`src/rtl/addr_gen_pkg.sv`:
```
// Shared definitions for the burst address generator family.
// Holds the state encoding of the read-side generator and the default
// address width, so the planned write-side generator uses the same values.
package addr_gen_pkg;

  localparam int unsigned DEFAULT_WIDE = 23;

  typedef enum logic [1:0] {
    ST_IDLE = 2'd0,
    ST_RUN  = 2'd1,
    ST_DONE = 2'd2
  } state_t;

endpackage

```
`src/rtl/addr_step_cmp.sv`:
```
// Address step and bound comparator.
// Adds the stride to the current address one bit wider than the address,
// so a carry out of the top bit can never wrap around, and flags whether
// the current address is the last one allowed by the inclusive end bound.
// Ports:
//   addr_i  current address
//   end_i   inclusive end address
//   step_i  stride (already forced non-zero by the caller)
//   nxt_o   addr_i + step_i, WIDE+1 bits
//   last_o  1 when no further address may be issued after addr_i
module addr_step_cmp
  import addr_gen_pkg::*;
#(
  parameter int unsigned WIDE   = DEFAULT_WIDE,
  parameter int unsigned STEP_W = 8
) (
  input  logic [WIDE-1:0]   addr_i,
  input  logic [WIDE-1:0]   end_i,
  input  logic [STEP_W-1:0] step_i,
  output logic [WIDE:0]     nxt_o,
  output logic              last_o
);

  assign nxt_o  = {1'b0, addr_i} + {{(WIDE + 1 - STEP_W){1'b0}}, step_i};
  // The second term covers start > end, which emits exactly one address.
  assign last_o = (nxt_o > {1'b0, end_i}) | (addr_i >= end_i);

endmodule

```
`src/rtl/burst_address_gen.sv`:
```
// Programmable burst address generator.
// Walks from a latched start address to an inclusive end address with a
// latched stride, handing each address to the memory read port through a
// valid/ready handshake. One-shot or continuous (wrap) operation, abort,
// burst-boundary marking and a completion pulse.
// Ports:
//   iCLK, iRST_N        clock, asynchronous active-low reset
//   iSTART / iSTOP      begin a sequence / abort to IDLE (iSTOP wins)
//   iSTART_ADDR, iEND_ADDR, iSTEP, iWRAP  configuration, sampled on iSTART
//   iREADY              consumer takes oADDRESS this cycle
//   oADDRESS, oVALID    address beat and its qualifier
//   oBURST_LAST         last beat of a BURST_LEN group or of the sequence
//   oWRAP_P, oDONE      one-cycle wrap / one-shot completion pulses
//   oBUSY               high while running
//   oCOUNT              beats accepted since the last start, saturating
module burst_address_gen
  import addr_gen_pkg::*;
#(
  parameter int unsigned WIDE      = DEFAULT_WIDE,
  parameter int unsigned STEP_W    = 8,
  parameter int unsigned BURST_LEN = 8
) (
  input  logic              iCLK,
  input  logic              iRST_N,
  input  logic              iSTART,
  input  logic              iSTOP,
  input  logic [WIDE-1:0]   iSTART_ADDR,
  input  logic [WIDE-1:0]   iEND_ADDR,
  input  logic [STEP_W-1:0] iSTEP,
  input  logic              iWRAP,
  input  logic              iREADY,
  output logic [WIDE-1:0]   oADDRESS,
  output logic              oVALID,
  output logic              oBURST_LAST,
  output logic              oWRAP_P,
  output logic              oDONE,
  output logic              oBUSY,
  output logic [WIDE-1:0]   oCOUNT
);

  localparam int unsigned BEAT_W = $clog2(BURST_LEN);
  localparam logic [BEAT_W-1:0] BEAT_MAX = BEAT_W'(BURST_LEN - 1);
  localparam logic [BEAT_W-1:0] BEAT_ONE = {{(BEAT_W - 1){1'b0}}, 1'b1};
  localparam logic [WIDE-1:0]   CNT_ONE  = {{(WIDE - 1){1'b0}}, 1'b1};
  localparam logic [STEP_W-1:0] STEP_ONE = {{(STEP_W - 1){1'b0}}, 1'b1};

  state_t              state_q;
  logic [WIDE-1:0]     addr_q;
  logic [WIDE-1:0]     start_q;
  logic [WIDE-1:0]     end_q;
  logic [STEP_W-1:0]   step_q;
  logic                wrap_mode_q;
  logic                valid_q;
  logic                busy_q;
  logic                wrap_p_q;
  logic                done_q;
  logic [WIDE-1:0]     count_q;
  logic [BEAT_W-1:0]   beat_q;

  logic [WIDE:0]       nxt_d;
  logic                last_d;
  logic                accept;

  addr_step_cmp #(
    .WIDE   (WIDE),
    .STEP_W (STEP_W)
  ) u_step_cmp (
    .addr_i (addr_q),
    .end_i  (end_q),
    .step_i (step_q),
    .nxt_o  (nxt_d),
    .last_o (last_d)
  );

  assign accept = valid_q & iREADY;

  always_ff @(posedge iCLK or negedge iRST_N) begin
    if (!iRST_N) begin
      state_q     <= ST_IDLE;
      addr_q      <= '0;
      start_q     <= '0;
      end_q       <= '0;
      step_q      <= '0;
      wrap_mode_q <= 1'b0;
      valid_q     <= 1'b0;
      busy_q      <= 1'b0;
      wrap_p_q    <= 1'b0;
      done_q      <= 1'b0;
      count_q     <= '0;
      beat_q      <= '0;
    end else begin
      wrap_p_q <= 1'b0;
      done_q   <= 1'b0;
      if (iSTOP) begin
        state_q <= ST_IDLE;
        valid_q <= 1'b0;
        busy_q  <= 1'b0;
      end else begin
        case (state_q)
          ST_IDLE, ST_DONE: begin
            if (iSTART) begin
              start_q     <= iSTART_ADDR;
              end_q       <= iEND_ADDR;
              step_q      <= (iSTEP == '0) ? STEP_ONE : iSTEP;
              wrap_mode_q <= iWRAP;
              addr_q      <= iSTART_ADDR;
              valid_q     <= 1'b1;
              busy_q      <= 1'b1;
              count_q     <= '0;
              beat_q      <= '0;
              state_q     <= ST_RUN;
            end
          end
          ST_RUN: begin
            if (accept) begin
              if (count_q != '1) count_q <= count_q + CNT_ONE;
              beat_q <= beat_q + BEAT_ONE;
              if (last_d) begin
                if (wrap_mode_q) begin
                  addr_q   <= start_q;
                  wrap_p_q <= 1'b1;
                  beat_q   <= '0;
                end else begin
                  valid_q <= 1'b0;
                  busy_q  <= 1'b0;
                  done_q  <= 1'b1;
                  state_q <= ST_DONE;
                end
              end else begin
                addr_q <= nxt_d[WIDE-1:0];
              end
            end
          end
          default: state_q <= ST_IDLE;
        endcase
      end
    end
  end

  assign oADDRESS    = addr_q;
  assign oVALID      = valid_q;
  // Qualified by valid so the flag stays low in IDLE/DONE and after reset.
  assign oBURST_LAST = valid_q & ((beat_q == BEAT_MAX) | last_d);
  assign oWRAP_P     = wrap_p_q;
  assign oDONE       = done_q;
  assign oBUSY       = busy_q;
  assign oCOUNT      = count_q;

endmodule

```
`config.mk`:
```
export PLATFORM = sky130hd
export DESIGN_NAME = burst_address_gen
export DESIGN_NICKNAME = d
export VERILOG_FILES = /design/src/rtl/addr_gen_pkg.sv /design/src/rtl/addr_step_cmp.sv /design/src/rtl/burst_address_gen.sv
export SDC_FILE = /design/constraint.sdc
export NUM_CORES = 1
export LEC_CHECK = 0
export BUFFER_PORTS_ARGS = -buffer_cell sky130_fd_sc_hd__buf_2
export CAP_MARGIN = 20
export CORE_UTILIZATION = 57
export CTS_CLUSTER_DIAMETER = 150
export CTS_CLUSTER_SIZE = 40
export DETAILED_ROUTE_END_ITERATION = 8
export PLACE_DENSITY = 0.81
export SLEW_MARGIN = 5
export SYNTH_ARGS = -nofsm -noshare
export SYNTH_HDL_FRONTEND = slang
export SYNTH_SLANG_ARGS = --single-unit
```
`constraint.sdc`:
```
create_clock -name iCLK -period 7.1 [get_ports iCLK]
set_input_delay 2.13 -clock iCLK [delete_from_list [all_inputs] [get_ports iCLK]]
set_output_delay 2.13 -clock iCLK [all_outputs]
set_load 0.02 [all_outputs]
```
==> metrics.yaml <==
wl_per_cell_um: 16.9
leakage_nw: 3.74
cts_root_buf: "clkbuf_8"
slew_viol_final: 0
min_path_type: "register to register"
reg2reg_depth: 18
ys_async_sr_fraction_pct: 100
num_vias: 5548
synth_top_family_by_area: "simple AND/OR/NAND/NOR gates"
min_period_ns: 6.72
ir_drop_mv: 0.150
synth-compound-area-share_pct: 13.6
synthXorXnorAreaFrac_pct: 4.93
routed_via_density: 5.84
design.core.area_mm2: 0.0109
ys.flop_type: "dfrtp_1"
synth_top_area_share_pct: 42.6
ys_ff_latch: 109
yosys-top-cells-area: "dfrtp_1 43%, ha_1 11%, nand2_1 8.3%"
numCtsBuffers: 9
crit_chain: "ha_1 -> inv_1 -> fa_1 -> nor2b_1 -> o21bai_1 -> a21oi_1 -> o211ai_1 -> buf_4 -> a2111oi_2 -> xnor2_1 -> ha_1 -> nand4_1 -> a2111oi_0 -> nor4b_1 -> a22oi_1 -> or3_1 -> nor2_1 -> nor2_1 -> buf_2"
cts_hold_buffers: 0
max_slew_margin_pct: 35.4
status: "completed"
synth_cells: 701
cp_top_family: "simple AND/OR/NAND/NOR gates"
drc_errors: 0
grt.overflow.total: 0
fin_tns_setup_ns: 0
synthAdderAreaFrac_pct: 11.5
rows: 38
end_kind: "primary output"
port_buffers: 110
dp.cells: 931
setup_violations: 0
crit_slowest_cell: "or3_1"
worst-path-stages: 19
path_max_fanout: 8
clock_skew_ns: 0.00926
grt_pass1_vias: 5450
syn_area_per_cell_um2: 9.12
worst_slew_pin_slew_ns: 0.965
synth-seq-area-share_pct: 42.6
min_period_over_period_pct: 94.7
clock_sinks: 109
synth_cell_types: 48
io-pin-count: 111
gp_congestion: 0.913
wl_um: 16000
syn2layout_area_growth_pct: 14.1
critPathRequiredTime_ns: 4.97
worst_path_largest_cell_delay_ns: 0.41
start_util_pct: 58.7
synth_edf_count: 0
die_h_um: 108
powerDensity_mw_per_mm2: 315
nFillCells: 874
path_buf_inv: 3
synth_top_area_cell: "dfrtp_1"
grt_antenna_before_repair: 0
final_hold_viol_count: 0
cts_max_level: 3
yosys.area_share.simple_pct: 19.2
synthMuxAreaShare_pct: 3.78
crit_type: "register to primary output"
max_freq_ghz: 0.149
stdcell_count: 950
yosysWarnings: 0
drive_above_1_share_pct: 17.2
rsz0062_at_grt: "false"
clk_latency_ns: 0.39
ant_nets: 0
place_hpwl_um: 11400
num_antenna_cells: 0
grt_pass1_wl_um: 26400
syn-num-nets: 819
r2r_slack_ns: 1.79
clockBufferDepth: 2
fp.dieArea_mm2: 0.0116
syn_area_mm2: 0.00640
grt_util_all_layers_pct: 29.4
path_clk_slew_ns: 0.10
first_iter_violations: 273
cts_tree: "done"
hold_depth: 2
cp-start-kind: "register"
grt_max_degree: 103
die_x_um: 108
nNetsFinal: 923
firstDrtPassIters: 5
critPathArrivalTime_ns: 4.59
cap_violations: 0
==> where the power goes <==
group          internal, mW  total, mW  switching, mW
clock network         0.141      0.366          0.224
registers             0.729      0.832          0.103
logic                 0.446       1.10          0.658
==> worst paths after layout <==
kind / end / start
worst min register to register: start_q[2] / start_q[2]
worst min-delay path: start_q[2] / start_q[2]
max in group asynchronous: oCOUNT[16] / iRST_N
min in group asynchronous: end_q[9] / iRST_N
worst max-delay path: oBURST_LAST / oADDRESS[0]
worst max register to register: oADDRESS[12] / oADDRESS[0]
==> worst register-to-register path: cells and delay by family (launching register included) <==
family | cells | cell delay [ns]
AOI/OAI and AO/OA | 7 | 1.61
DFF | 1 | 0.40
xor gates and xnor gates | 1 | 0.14
buffers and inverters | 2 | 0.23
adders and majority gates | 3 | 0.89
and+or+nand+nor | 5 | 1.95
==> cells in the mapped netlist (all sizes together) (2+ instances only) <==
library cell,number
a211oi,6
mux2i,23
clkbuf,20
xor2,15
nor3,5
and2,4
a211o,2
xnor2,21
and4,8
or3,8
nand2b,2
nand2,142
ha,57
inv,44
nor2b,5
nor4,5
dfrtp,109
a21oi,38
a2111oi,2
o221ai,9
nand4,16
nor2,36
o31ai,3
and3,4
nand3,30
a21o,13
a22o,2
buf,4
a31oi,3
o21ai,36
o211ai,16
==> registers in the layout, summed over array words and instances (netlist names) <==
signal	flops
oWRAP_P	1
step_q	8
start_q	23
end_q	23
wrap_mode_q	1
oADDRESS	23
beat_q	3
oDONE	1
oBUSY	1
state_q	2
oCOUNT	23
==> repair_timing <==
action | 4_1_cts | 5_1_grt
endpoints found under the hold margin | 0 | 0
setup buffers | 0 | 1
setup endpoints to repair | 0 | 1
resized for setup | 0 | 2
==> layout make-up <==
| type | count | area (µm²) | area share (%) |
|---|---|---|---|
| tap | 140 | 175 | 2.40 |
| clock buffer | 11 | 141 | 1.94 |
| inverter | 44 | 165 | 2.26 |
| sequential | 109 | 2730 | 37.4 |
| clock inverter | 5 | 42.5 | 0.583 |
| timing repair buffer | 117 | 646 | 8.85 |
| multi-input combinational | 524 | 3400 | 46.6 |
==> layer usage <==
| layer | GRT usage, % | share of wire, % | up-vias |
|---|---|---|---|
| met5 | 0 | 0 | - |
| met4 | 12.1 | 2.5 | 0 |
| met3 | 5.18 | 6.3 | 39 |
| met2 | 48.4 | 47 | 182 |
| met1 | 38.5 | 44 | 2668 |
| li1 | - | - | 2659 |
==> cells by family (layout without fill, tap and decap cells) <==
kind of cell             Yosys count  after routing
multiplexers                      24             24
AND/OR/NAND/NOR                  269            269
buffers and inverters             68            177
adder cells (fa/ha/maj)           58             58
AO/OA/AOI/OAI                    137            137
flip-flops                       109            109
XOR/XNOR                          36             36
==> cell usage in the layout (no fill, tap or decap), types with 2 or more instances in the layout <==
cell type    n
nor4_1       5
a211oi_1     5
o31ai_1      2
mux2i_1     23
a22o_1       2
dfrtp_1    109
xnor2_1     21
buf_2      109
nand2_1    142
xor2_1      15
and3_1       4
or3_1        7
o211ai_1    16
nor3_1       5
nor2_1      35
o21ai_0     36
nand3_1     30
nand2b_1     2
a31oi_1      3
and2_1       4
buf_16       2
clkbuf_8    10
nor2b_1      5
nand4_1     16
clkinv_4     2
and4_1       8
ha_1        57
buf_4        6
inv_6        2
o221ai_1     9
a21oi_1     38
a21o_1      13
a211o_1      2
inv_1       44
==> through the flow <==
step	total power [mW]	hold WS [ns]	setup slack [ns]	utilization, %	area [µm²]
after floorplan	1.62	0.446	0.774	-	6400
after global placement	1.88	0.459	0.775	64.7	7050
after detailed placement	1.92	0.467	0.565	64.7	7050
after CTS	2.29	0.493	0.117	66.4	7230
after global routing	2.47	0.503	0.0696	67.0	7300
final	2.30	0.490	0.375	67.0	7300
(Power assumes the default switching activity.)
